$ cat config.mk
export PLATFORM = sky130hd
export DESIGN_NAME = decode_issue
export DESIGN_NICKNAME = d
export VERILOG_FILES = /design/src/rtl/decode_issue.sv
export SDC_FILE = /design/constraint.sdc
export NUM_CORES = 1
export LEC_CHECK = 0
export CAP_MARGIN = 20
export CORE_MARGIN = 1.5
export CORE_UTILIZATION = 28
export DETAILED_ROUTE_END_ITERATION = 6
export PLACE_DENSITY = 0.51
export SKIP_CTS_REPAIR_TIMING = 1
export SLEW_MARGIN = 20
export SYNTH_ARGS = -nofsm -noshare
export SYNTH_HDL_FRONTEND = slang
export SYNTH_SLANG_ARGS = --single-unit
$ cat constraint.sdc
create_clock -name clk -period 4.6 [get_ports clk]
set_input_delay 0.69 -clock clk [delete_from_list [all_inputs] [get_ports clk]]
set_output_delay 0.69 -clock clk [all_outputs]
set_load 0.05 [all_outputs]
$ cat src/rtl/decode_issue.sv
// Decode/operand-fetch stage: captures an instruction, reads the register file,
// applies writeback bypass and immediate extension, and holds the ALU bundle.
module decode_issue #(
  parameter int ID_W   = 32,
  parameter int NREG_W = 5
) (
  input  logic              clk,
  input  logic              reset,
  input  logic              instr_valid,
  output logic              instr_ready,
  input  logic [31:0]       ir_in,
  output logic [NREG_W-1:0] rf_raddr1,
  output logic [NREG_W-1:0] rf_raddr2,
  input  logic [31:0]       rf_rdata1,
  input  logic [31:0]       rf_rdata2,
  input  logic              wb_en,
  input  logic [NREG_W-1:0] wb_addr,
  input  logic [31:0]       wb_data,
  output logic              alu_valid,
  input  logic              alu_ready,
  output logic [31:0]       ir,
  output logic [ID_W-1:0]   ID,
  output logic [31:0]       rs,
  output logic [31:0]       rt,
  output logic [31:0]       imm,
  output logic              illegal
);

  typedef enum logic [1:0] {S_IDLE, S_FETCH, S_WAIT, S_ISSUE} state_e;

  localparam logic [5:0] OP_ADD  = 6'b000000;
  localparam logic [5:0] OP_SUBI = 6'b000001;
  localparam logic [5:0] OP_AND  = 6'b000011;
  localparam logic [5:0] OP_ORI  = 6'b000110;
  localparam logic [5:0] OP_LW   = 6'b001000;
  localparam logic [5:0] OP_SW   = 6'b001001;
  localparam logic [5:0] OP_J    = 6'b010000;
  localparam logic [5:0] OP_SLT  = 6'b010011;

  state_e            state_q, state_d;
  logic [31:0]       ir_q, ir_d;
  logic [ID_W-1:0]   id_q, id_d;
  logic [31:0]       rs_q, rs_d, rt_q, rt_d, imm_q, imm_d;
  logic              illegal_q, illegal_d;
  logic [31:0]       byp1_q, byp1_d, byp2_q, byp2_d;
  logic              byp1_flag_q, byp1_flag_d, byp2_flag_q, byp2_flag_d;

  logic [NREG_W-1:0] src1, src2;
  logic [31:0]       op1, op2;
  logic [ID_W-1:0]   dec_id;
  logic [31:0]       dec_rs, dec_rt, dec_imm;
  logic              dec_illegal;
  logic              take;

  assign src1      = ir_q[25:21];
  assign src2      = ir_q[20:16];
  assign rf_raddr1 = src1;
  assign rf_raddr2 = src2;

  // Handshakes: a transfer happens on a rising edge where valid and ready are
  // both high; a valid bundle is held unchanged until that edge. Neither side
  // transfers while reset is asserted.
  assign instr_ready = !reset && ((state_q == S_IDLE) || (state_q == S_ISSUE && alu_ready));
  assign alu_valid   = !reset && (state_q == S_ISSUE);
  assign take        = instr_valid && instr_ready;

  // Operand select: $0 is hard zero, then a same-cycle write, then a write seen in FETCH.
  always_comb begin
    op1 = rf_rdata1;
    if (src1 == '0)                      op1 = '0;
    else if (wb_en && wb_addr == src1)   op1 = wb_data;
    else if (byp1_flag_q)                op1 = byp1_q;
    op2 = rf_rdata2;
    if (src2 == '0)                      op2 = '0;
    else if (wb_en && wb_addr == src2)   op2 = wb_data;
    else if (byp2_flag_q)                op2 = byp2_q;
  end

  always_comb begin
    dec_id      = '0;
    dec_rs      = '0;
    dec_rt      = '0;
    dec_imm     = '0;
    dec_illegal = 1'b0;
    case (ir_q[31:26])
      OP_ADD:  begin dec_id = ID_W'(1);  dec_rs = op1; dec_rt = op2; end
      OP_SUBI: begin dec_id = ID_W'(2);  dec_rs = op1; dec_rt = {{16{ir_q[15]}}, ir_q[15:0]}; end
      OP_AND:  begin dec_id = ID_W'(7);  dec_rs = op1; dec_rt = op2; end
      OP_ORI:  begin dec_id = ID_W'(10); dec_rs = op1; dec_rt = {16'b0, ir_q[15:0]}; end
      OP_LW:   begin dec_id = ID_W'(13); dec_rs = op1; dec_rt = op2; dec_imm = {{16{ir_q[15]}}, ir_q[15:0]}; end
      OP_SW:   begin dec_id = ID_W'(14); dec_rs = op1; dec_rt = op2; dec_imm = {{16{ir_q[15]}}, ir_q[15:0]}; end
      OP_J:    begin dec_id = ID_W'(21); dec_imm = {6'b0, ir_q[25:0]}; end
      OP_SLT:  begin dec_id = ID_W'(24); dec_rs = op1; dec_rt = op2; end
      default: dec_illegal = 1'b1;
    endcase
  end

  always_comb begin
    state_d     = state_q;
    ir_d        = ir_q;
    id_d        = id_q;
    rs_d        = rs_q;
    rt_d        = rt_q;
    imm_d       = imm_q;
    illegal_d   = illegal_q;
    byp1_d      = byp1_q;
    byp2_d      = byp2_q;
    byp1_flag_d = byp1_flag_q;
    byp2_flag_d = byp2_flag_q;
    case (state_q)
      S_IDLE: begin
        if (take) begin
          ir_d        = ir_in;
          byp1_flag_d = 1'b0;
          byp2_flag_d = 1'b0;
          state_d     = S_FETCH;
        end
      end
      S_FETCH: begin
        // The RF samples its address at the end of this cycle and misses this write.
        if (wb_en && wb_addr == src1 && src1 != '0) begin
          byp1_flag_d = 1'b1;
          byp1_d      = wb_data;
        end
        if (wb_en && wb_addr == src2 && src2 != '0) begin
          byp2_flag_d = 1'b1;
          byp2_d      = wb_data;
        end
        state_d = S_WAIT;
      end
      S_WAIT: begin
        id_d      = dec_id;
        rs_d      = dec_rs;
        rt_d      = dec_rt;
        imm_d     = dec_imm;
        illegal_d = dec_illegal;
        state_d   = S_ISSUE;
      end
      S_ISSUE: begin
        if (alu_ready) begin
          if (take) begin
            ir_d        = ir_in;
            byp1_flag_d = 1'b0;
            byp2_flag_d = 1'b0;
            state_d     = S_FETCH;
          end else begin
            state_d = S_IDLE;
          end
        end
      end
      default: state_d = S_IDLE;
    endcase
  end

  always_ff @(posedge clk) begin
    if (reset) begin
      state_q     <= S_IDLE;
      ir_q        <= '0;
      id_q        <= '0;
      rs_q        <= '0;
      rt_q        <= '0;
      imm_q       <= '0;
      illegal_q   <= 1'b0;
      byp1_q      <= '0;
      byp2_q      <= '0;
      byp1_flag_q <= 1'b0;
      byp2_flag_q <= 1'b0;
    end else begin
      state_q     <= state_d;
      ir_q        <= ir_d;
      id_q        <= id_d;
      rs_q        <= rs_d;
      rt_q        <= rt_d;
      imm_q       <= imm_d;
      illegal_q   <= illegal_d;
      byp1_q      <= byp1_d;
      byp2_q      <= byp2_d;
      byp1_flag_q <= byp1_flag_d;
      byp2_flag_q <= byp2_flag_d;
    end
  end

  assign ir      = ir_q;
  assign ID      = id_q;
  assign rs      = rs_q;
  assign rt      = rt_q;
  assign imm     = imm_q;
  assign illegal = illegal_q;

endmodule

==> impl_results.md <==
* Maximum Capacitance Violations at 0
* Layout cells sized above 1 at 0.113
* Cell area after synthesis at 9470 sq um
* Core box area at 33400 sq um
* Nature of the critical path startpoint: flop
* Die W at 187 um
* Post-synthesis register bit count at 197
* Syn_area_per_cell at 9.04 sq um
* CTS max path bufs at 2
* Number of antenna violations at the first check in global routing at 1
* Power Density at 386 nW/um^2
* First-pass GRT wire length at 49800 um
* Hold Path Class: flop to flop
* Worst Skew at 0.0114 ns
* Setup CP Type: flop to flop
* CTS clock-pin slew for the worst setup and hold paths at 0.07 ns
* Crit path DAT at 3.35 ns
* Antenna Nets Post-Route at 0
* GR Util met3 at 0.0595
* Met1 Use GR at 0.249
* Synth Instances at 1048
* Worst endpoint required time at 4.94 ns
* Met2 Track Usage GR at 0.280
* Synth top area cells: dfxtp_1, mux2i_1, mux2_2
* Post-synth EDFFs at 0
* GRT busiest layer: met2
* Min Hold Slack at 0.454 ns
* DIE AREA at 34900 sq um
* H-Tree Level Count at 4
* Share of synthesized flip-flops with an asynchronous set or reset at 0
* DRC Markers at 0
* Num CTS Buffers at 17
* Synth top area share at 0.416
* CP cell instances: inv_1 > ha_1 > nand2b_1 > a211oi_2 > nand3_2 > o311ai_0
* Leak at 4.37 nW
* Ys flop type: dfxtp_1
* Critical path capture point type: flop
* Worst Tran Pin Value at 1.05 ns
* Final setup fails at 0
* Starting Density at 0.283
* CTS tree: built
* Largest net degree at the start of global routing at 90
* 1st-iter DRT viols at 473
* Vias at 8165
* Final period util at 0.655
* Max-slew headroom at 0.302
* Post-route minimum period at 3.01 ns
* Worst stage delay on the critical path at 0.73 ns
* Slowest library cell on the worst path: ha_1
* Io pins at 311
* Total gr overflow at 0
* Status: finished, final reports clean
* WL/cell at 18.6 um
* Layout Utilization at 0.391
* Yosys warns at 0
* Final GP Congestion at 0.801
* Fill cells at 3392
* Vias per inst at 4.73
* Root buffer cell: clkbuf_16
* Seq/Total Area, Yosys at 0.416
* Final HPWL DP at 21900 um
* Port Buf Inserts at 283
* Nets at 1409
* Clock latency on the worst-skew pair at 0.44 ns
* Achievable frequency at 332 MHz
* Total track usage at 0.184
* DR pass1 iterations at 5
* Final Max Tran Viols at 0
* Area grow syn2layout at 38.0%
* Row Count at 67
* Max VDD drop at 252 uV
* Setup_tns at 0 ns
* Vias in the first global route at 8096
* Top cell type by total area after synthesis: dfxtp_1
* DRT Wirelength at 32100 um
* Die Ht at 187 um
* Final hold vios at 0
* Yosys cell types at 58
* Crit path max fanout at 16
* Unrepaired setup endpoints after global routing: no
* Num Clock Sinks at 197
[synthesized netlist by cell type (all sizes together), types with 6 or more instances]
library cell  number
a211oi            19
a21oi             62
a22oi             21
a311oi            16
buf               70
clkbuf            55
dfxtp            197
ha                 6
inv                7
mux2              49
mux2i             97
nand2            122
nand4             36
nor2             139
nor2b             38
nor3              11
o21ai             39
o311ai            16
xnor2             10
[area by class of cell]
type                       count  area (sq um)  area share
antenna                        1          2.50    0.000191
clock buffer                  22           474      0.0363
clock inverter                10           169      0.0129
inverter                       8          30.0     0.00230
multi-input combinational    744          4950       0.379
sequential                   197          3950       0.302
tap                          448           561      0.0429
timing repair buffer         297          2940       0.225
[flip-flops by register name, indices dropped and copies added, names as in the netlist]
register     flops
byp1_q          32
byp2_q          32
ir              32
rs              32
rt              32
imm             27
ID               5
state_q          2
byp1_flag_q      1
byp2_flag_q      1
illegal          1
[cell usage in the layout (no fill, tap or decap), drive strengths merged, types with 2 or more instances in the layout]
cell / netlist / final
a211oi: 19 / 19
a21o: 4 / 4
a21oi: 62 / 62
a22oi: 21 / 21
a311oi: 16 / 16
a32oi: 2 / 2
buf: 70 / 15
bufinv: 0 / 4
clkbuf: 55 / 22
clkdlybuf4s50: 0 / 282
clkinv: 1 / 3
clkinvlp: 0 / 2
conb: 1 / 27
dfxtp: 197 / 197
ha: 6 / 6
inv: 7 / 9
mux2: 49 / 49
mux2i: 97 / 97
nand2: 122 / 122
nand2b: 5 / 5
nand3: 2 / 2
nand4: 36 / 36
nor2: 139 / 139
nor2b: 38 / 38
nor3: 11 / 11
nor3b: 3 / 3
nor4b: 3 / 3
o21ai: 39 / 39
o311ai: 16 / 16
xnor2: 10 / 10
[layer usage]
| metal | vias to the layer above | share of wire |
|---|---|---|
| li1 | 4023 | - |
| met1 | 3857 | 0.47 |
| met2 | 260 | 0.45 |
| met3 | 25 | 0.070 |
| met4 | 0 | 0.013 |
| met5 | - | 0 |
[kinds of logic after synthesis]
kind of cell               share of synthesized area
adders and majority gates                    0.00792
muxes                                          0.161
and+or+nand+nor                                0.178
buffers and inverters                         0.0770
xor gates and xnor gates                      0.0102
AOI/OAI and AO/OA                              0.150
other                                       0.000396
DFF                                            0.416
[worst max-delay path, delay by kind of cell (launching register included)]
kind / cells / cell delay [ns]
AND/OR/NAND/NOR: 2 / 0.78
adder cells (fa/ha/maj): 1 / 0.73
AO/OA/AOI/OAI: 2 / 0.90
flip-flops: 1 / 0.33
buffers and inverters: 1 / 0.16
[final timing paths]
kind                                              start             endpoint  slack, ns  depth (start not counted)
worst max-delay path            state_q[0]$_SDFFE_PP0P_  rt[21]$_SDFFE_PP0N_       1.59                          6
worst min register to register      rs[12]$_SDFFE_PP0N_  rs[12]$_SDFFE_PP0N_       0.45                          2
worst min-delay path                rs[12]$_SDFFE_PP0N_  rs[12]$_SDFFE_PP0N_       0.45                          2
worst max register to register  state_q[0]$_SDFFE_PP0P_  rt[21]$_SDFFE_PP0N_       1.59                          6
[per-stage QoR]
stage	power, mW	setup WS (ns)	cell area, sq um	std cells
6_report	5.05	1.59	13100	1727
5_1_grt	5.32	1.28	13100	1727
4_1_cts	5.12	1.55	13100	1726
3_5_place_dp	3.44	1.48	12400	1694
3_3_place_gp	3.44	1.53	12400	1694
2_1_floorplan	2.91	2.10	9570	1074
[report_power, final]
group | switching, mW | total [mW] | internal, mW | leakage, nW
sequential | 0.117 | 1.91 | 1.80 | 1.59
clock | 0.698 | 1.66 | 0.961 | 0.309
combinational | 0.986 | 1.48 | 0.493 | 2.47
total | 1.80 | 5.05 | 3.25 | 4.37
Power figures use the tool's default switching activity.
